[src/rtl/cpu_pkg.sv]
// Shared CPU definitions used by the fetch path.
package cpu_pkg;

    // Byte distance between consecutive sequential fetch addresses.
    localparam int unsigned INSN_BYTES = 4;

    // Number of low PC bits forced to zero, which keeps fetches word aligned.
    localparam int unsigned PC_ALIGN_BITS = 2;

    // Fetch address used after reset unless the instance overrides it.
    localparam logic [31:0] DEFAULT_RESET_PC = 32'h0000_0000;

    // Width in bits of one queued {pc, insn} entry for a given word width.
    function automatic int unsigned entry_bits(input int unsigned width);
        return 2 * width;
    endfunction

endpackage

[src/rtl/fetch_fifo.sv]
// Circular buffer of fetched entries with push, pop and single-cycle flush.
module fetch_fifo #(
    parameter int unsigned DATA_W = 64,
    parameter int unsigned DEPTH  = 4
) (
    input  logic              clk,
    input  logic              rst,
    input  logic              flush,
    input  logic              push,
    input  logic [DATA_W-1:0] push_data,
    input  logic              pop,
    output logic [DATA_W-1:0] head_data,
    output logic              full,
    output logic              empty
);

    localparam int unsigned PTR_W = $clog2(DEPTH);
    localparam int unsigned CNT_W = $clog2(DEPTH + 1);

    logic [DATA_W-1:0] mem_q [DEPTH];
    logic [PTR_W-1:0]  head_q, head_d;
    logic [PTR_W-1:0]  tail_q, tail_d;
    logic [CNT_W-1:0]  count_q, count_d;
    logic              do_push;
    logic              do_pop;

    assign do_push = push && !flush;
    assign do_pop  = pop && !flush;

    // Next pointer and occupancy values; a flush empties the queue outright.
    always_comb begin
        // NOTE: every signal gets a default first so no path through this block leaves it unassigned, which would infer a latch.
        head_d  = head_q;
        tail_d  = tail_q;
        count_d = count_q;
        if (flush) begin
            head_d  = '0;
            tail_d  = '0;
            count_d = '0;
        end else begin
            if (do_push) tail_d = tail_q + PTR_W'(1);
            if (do_pop)  head_d = head_q + PTR_W'(1);
            count_d = count_q + CNT_W'(do_push) - CNT_W'(do_pop);
        end
    end

    // Pointer and occupancy registers with synchronous reset.
    always_ff @(posedge clk) begin
        // NOTE: sequential state uses non-blocking assignments so every flop samples pre-edge values.
        if (rst) begin
            head_q  <= '0;
            tail_q  <= '0;
            count_q <= '0;
        end else begin
            head_q  <= head_d;
            tail_q  <= tail_d;
            count_q <= count_d;
        end
    end

    // Entry storage write port.
    always_ff @(posedge clk) begin
        // NOTE: storage is deliberately not reset; entries are only read once count says they were written.
        if (do_push) mem_q[tail_q] <= push_data;
    end

    assign head_data = mem_q[head_q];
    assign full      = (count_q == CNT_W'(DEPTH));
    assign empty     = (count_q == '0);

endmodule

[src/rtl/fetch_queue.sv]
// Prefetching instruction-fetch unit: sequential imem requests into a queue
// that feeds decode, with redirect flushing the queue and retargeting fetch.
module fetch_queue
    import cpu_pkg::*;
#(
    parameter int unsigned      WIDTH    = 32,
    parameter int unsigned      DEPTH    = 4,
    parameter logic [WIDTH-1:0] RESET_PC = WIDTH'(DEFAULT_RESET_PC)
) (
    input  logic             clk,
    input  logic             rst,
    input  logic             redirect,
    input  logic [WIDTH-1:0] redirect_addr,
    output logic             imem_req,
    output logic [WIDTH-1:0] imem_addr,
    input  logic             imem_ack,
    input  logic [WIDTH-1:0] imem_rdata,
    output logic             ir_valid,
    output logic [WIDTH-1:0] ir,
    output logic [WIDTH-1:0] pc,
    input  logic             ir_ready
);

    typedef struct packed {
        logic [WIDTH-1:0] pc;
        logic [WIDTH-1:0] insn;
    } fetch_entry_t;

    localparam int unsigned ENTRY_W = entry_bits(WIDTH);

    logic [WIDTH-1:0] next_pc_q, next_pc_d;
    logic             accept;
    logic             pop;
    logic             fifo_full;
    logic             fifo_empty;
    fetch_entry_t     push_entry;
    fetch_entry_t     head_entry;
    logic             unused_addr_bits;

    // Low redirect address bits are architecturally ignored.
    assign unused_addr_bits = ^redirect_addr[PC_ALIGN_BITS-1:0];

    // Request only when there is room; redirect and reset suppress it combinationally.
    assign imem_req  = !rst && !redirect && !fifo_full;
    assign imem_addr = next_pc_q;
    assign accept    = imem_req && imem_ack;

    assign ir_valid  = !fifo_empty && !redirect;
    assign pop       = ir_valid && ir_ready;

    assign push_entry = '{pc: next_pc_q, insn: imem_rdata};

    // Fetch pointer: redirect retargets, otherwise advance one word per accept.
    always_comb begin
        next_pc_d = next_pc_q;
        if (redirect) begin
            next_pc_d = {redirect_addr[WIDTH-1:PC_ALIGN_BITS], PC_ALIGN_BITS'(0)};
        end else if (accept) begin
            next_pc_d = next_pc_q + WIDTH'(INSN_BYTES);
        end
    end

    // Fetch pointer register; reset wins over redirect.
    always_ff @(posedge clk) begin
        if (rst) next_pc_q <= RESET_PC;
        else     next_pc_q <= next_pc_d;
    end

    fetch_fifo #(
        .DATA_W (ENTRY_W),
        .DEPTH  (DEPTH)
    ) u_fifo (
        .clk       (clk),
        .rst       (rst),
        .flush     (redirect),
        .push      (accept),
        .push_data (push_entry),
        .pop       (pop),
        .head_data (head_entry),
        .full      (fifo_full),
        .empty     (fifo_empty)
    );

    assign ir = head_entry.insn;
    assign pc = head_entry.pc;

endmodule
[config.mk]
export PLATFORM = sky130hd
export DESIGN_NAME = fetch_queue
export DESIGN_NICKNAME = d
export VERILOG_FILES = /design/src/rtl/cpu_pkg.sv /design/src/rtl/fetch_fifo.sv /design/src/rtl/fetch_queue.sv
export SDC_FILE = /design/constraint.sdc
export NUM_CORES = 1
export LEC_CHECK = 0
export ABC_CLOCK_PERIOD_IN_PS = 4500
export BUFFER_PORTS_ARGS = -buffer_cell sky130_fd_sc_hd__buf_2
export CORE_MARGIN = 1.5
export CORE_UTILIZATION = 55
export DETAILED_ROUTE_END_ITERATION = 10
export PLACE_DENSITY = 0.87
export SLEW_MARGIN = 25
export SYNTH_ARGS = -nofsm -noshare
export SYNTH_HDL_FRONTEND = slang
export SYNTH_SLANG_ARGS = --single-unit
[constraint.sdc]
create_clock -name clk -period 4.5 [get_ports clk]
set_clock_uncertainty 0.1 [all_clocks]
set_input_delay 0.225 -clock clk [delete_from_list [all_inputs] [get_ports clk]]
set_output_delay 0.225 -clock clk [all_outputs]
set_load 0.01 [all_outputs]
==> results.md <==
* Status: complete, no violations
* Slowest stage cell, crit path: or3b_1
* Min Tclk post-route at 2.95 ns
* TritonCTS clock tree: built
* Hold Fails Final Rpt at 0
* Pre-CTS setup slack at 1.64 ns
* Asr flop ratio synth at 0%
* Slew headroom at 33.1%
* Post-Layout Inst Area at 13700 µm²
* EDFF count, synth at 248
* Nets@finish at 896
* Synth area leader: edfxtp_1
* Synth Cell Area at 11100 µm²
* CP startpoint: u_fifo.count_q[2]
* Layout Cells excl Fill at 1106
* PortBufs at 160
* Fin crit share at 65.5%
* First-pass GRT wire length at 36900 µm
* Avg Vias per Cell at 5.85
* Endpoints failing setup at 0
* Pwr/cell area at 401 nW/µm²
* Worst-margin pin slew at 1.00 ns
* Clock root cell: clkbuf_16
* Placed Area at 12200 µm²
* Vias at 6466
* Number of cells on the critical path at 8
* Synth top area share at 66.9%
* Critical path arrival at 3.27 ns
* Worst path most repeated cell: xnor2_1
* Largest delay share family, worst path: simple AND/OR/NAND/NOR gates
* R2R cell count at 8
* Dominant cells by area after synthesis: edfxtp_1, mux4_2, dfxtp_1, nand2_1, ha_1
* Pwr Total at 5.47 mW
* WL/cell at 21.7 µm
* Die Span Y at 145 µm
* Layout fillers at 1275
* DIE AREA at 21100 µm²
* Clock power share at 40.9%
* Synth cell types at 50
* Initial antenna violation count at 0
* R2R Path End: u_fifo.count_q[2]
* Clock tree buffer depth at 3
* Gr usage total at 22.7%
* Core area at 19700 µm²
* Yosys reg bits at 287
* Total Wirelength at 24000 µm
* Final antenna-violating net count at 0
* Total CTS buffers at 28
* Post-CTS sizing at 0
* CP max FO at 22
* RSZ-0062 raised after global routing: no
* CP endpoint kind: flop
* Ports at 167
* Post-route DRC at 0
* Final setup margin at 1.55 ns
* Switching power total at 1.12 mW
* Clk_lat worst skew at 0.53 ns
* Initial Util at 56.6%
* Worst Path Buf+Inv at 1
* Most common library cell in the layout ignoring fill and taps: edfxtp_1
* DRT iter0 DRCs at 427
* Placed Cells at 993
* Leakage at 4.67 nW
* Die X at 145 µm
* Crit path to: u_fifo.count_q[2]
* Setup slack, reg-to-reg at 1.55 ns
* Max incr delay on CP at 0.51 ns
* Row count at 51
* Total gr overflow at 0
* # clock sinks at 287
* Crit path required time at 4.82 ns
* Share of cells above drive strength 1 at 33.7%
* Max_cap viols at 0
* Critical setup path kind: flop to flop
* H-tree depth at 1
* Fmax at 339 MHz
* CTS clk-pin slew, worst paths at 0.06 ns
* Ys flop type: edfxtp_1
* Sw Ratio at 20.4%
* Largest net degree at the start of global routing at 63
* Synth-to-Final Area Change at 22.7%
* FF-to-FF Start: u_fifo.count_q[2]
* Mapped Cells at 597
* VDD IR max at 0.000318 V
* Worst path cell trace: or3b_1 -> nand2_2 -> inv_1 -> ha_1 -> fa_1 -> xnor2_1 -> xnor2_1 -> nor2_1
* DP HPWL at 13100 µm
* CP startpoint kind: flop
* Combinational share of power at 4.6%
* Most frequent cells in the layout: edfxtp_1, buf_2, mux4_2, dlygate4sd3_1, dfxtp_1
* GPL Wtd Cong at 0.811
* Setup tns final at 0 ns
* Avg Inst Size Synth at 18.6 µm²
* Ys Warns at 0
* Max Slew Vio Count at 0
* ANT cells at 0
* Sequential group share of total power at 54.5%
* Pre-Repair DR Iteration Count at 5
* Vias in the first global route at 6632
* P_int at 4.35 mW
* Post-synthesis sequential area ratio at 73.9%
* HP Class: input pin to flop
[cell usage after synthesis (5+ instances only)]
cell / number
nor2_1: 21
ha_1: 7
o211ai_1: 8
clkbuf_1: 16
buf_2: 14
edfxtp_1: 248
nand2_1: 30
a31oi_1: 11
o311ai_0: 9
inv_1: 10
a21oi_1: 13
and3_1: 7
dfxtp_1: 39
xnor2_1: 6
nor3_1: 5
nand4_1: 9
or3_1: 6
mux4_2: 62
nand3_1: 17
o21ai_0: 6
and2_1: 6
[layer usage]
metal | global-route usage [%] | vias up | share of wire [%]
li1 | - | 2867 | -
met1 | 31.2 | 3249 | 41
met2 | 38.0 | 306 | 50
met3 | 3.65 | 44 | 7.1
met4 | 6.43 | 0 | 2.4
met5 | 0 | - | 0
[through the flow]
step	util, %	hold slack, ns
global route	69.5	0.0667
global placement	61.9	0.340
finish	69.5	0.0463
detailed placement	61.9	0.344
CTS	69.5	0.0243
floorplan	-	0.224
[what timing repair did]
item / CTS / global route
endpoints found under the hold margin: 157 / 0
hold buffers: 61 / 0
buffers inserted: 0 / 0
setup endpoints to repair: 0 / 0
[area by class of cell]
class                           instances  area [µm²]  area share [%]
Sequential cell                       287        8240            60.3
Inverter                               11        41.3           0.302
Tap cell                              265         332            2.43
Multi-Input combinational cell        268        2740            20.0
Timing Repair Buffer                  223        1430            10.4
Clock buffer                           37         756            5.53
Clock inverter                         15         133           0.971
[kinds of logic after synthesis]
group	count (synthesis)	share of synthesized area (%)
multiplexers	66	12.9
adder cells (fa/ha/maj)	8	0.966
flip-flops	287	73.9
XOR/XNOR	8	0.629
other	1	0.0337
AND/OR/NAND/NOR	121	5.91
AO/OA/AOI/OAI	61	3.81
buffers and inverters	45	1.81
[sequential cells by signal, indices dropped and copies added, names as in the netlist, named ones only]
name	count
u_fifo.mem_q	248
imem_addr	30
u_fifo.count_q	3
u_fifo.head_q	2
u_fifo.tail_q	2
[worst reg2reg max path: stages, from the launching register on]
cell and delay, ns:
dfxtp_1 0.36, or3b_1 0.51, nand2_2 0.41, inv_1 0.37, ha_1 0.35, fa_1 0.38, xnor2_1 0.18, xnor2_1 0.13
nor2_1 0.06
[how the worst min path moves through the flow]
stage	start	to	slack, ns	cells after the start
global route	redirect_addr[30]	imem_addr[30]	0.07	4
floorplan	imem_rdata[0]	u_fifo.mem_q[0][0]	0.22	0
global placement	imem_rdata[0]	u_fifo.mem_q[3][0]	0.34	1
detailed placement	imem_rdata[30]	u_fifo.mem_q[3][30]	0.34	1
CTS	redirect_addr[30]	imem_addr[30]	0.02	4
finish	redirect_addr[30]	imem_addr[30]	0.05	4
[power groups by stage]
stage	Combinational (mW)	Sequential [mW]	Clock [mW]
2_1_floorplan	0.102	3.03	0
3_3_place_gp	0.200	3.03	0
3_5_place_dp	0.205	3.04	0
4_1_cts	0.248	2.98	2.27
5_1_grt	0.271	2.99	2.38
6_report	0.252	2.98	2.24
Note: power is estimated with default switching activity, not from simulation.
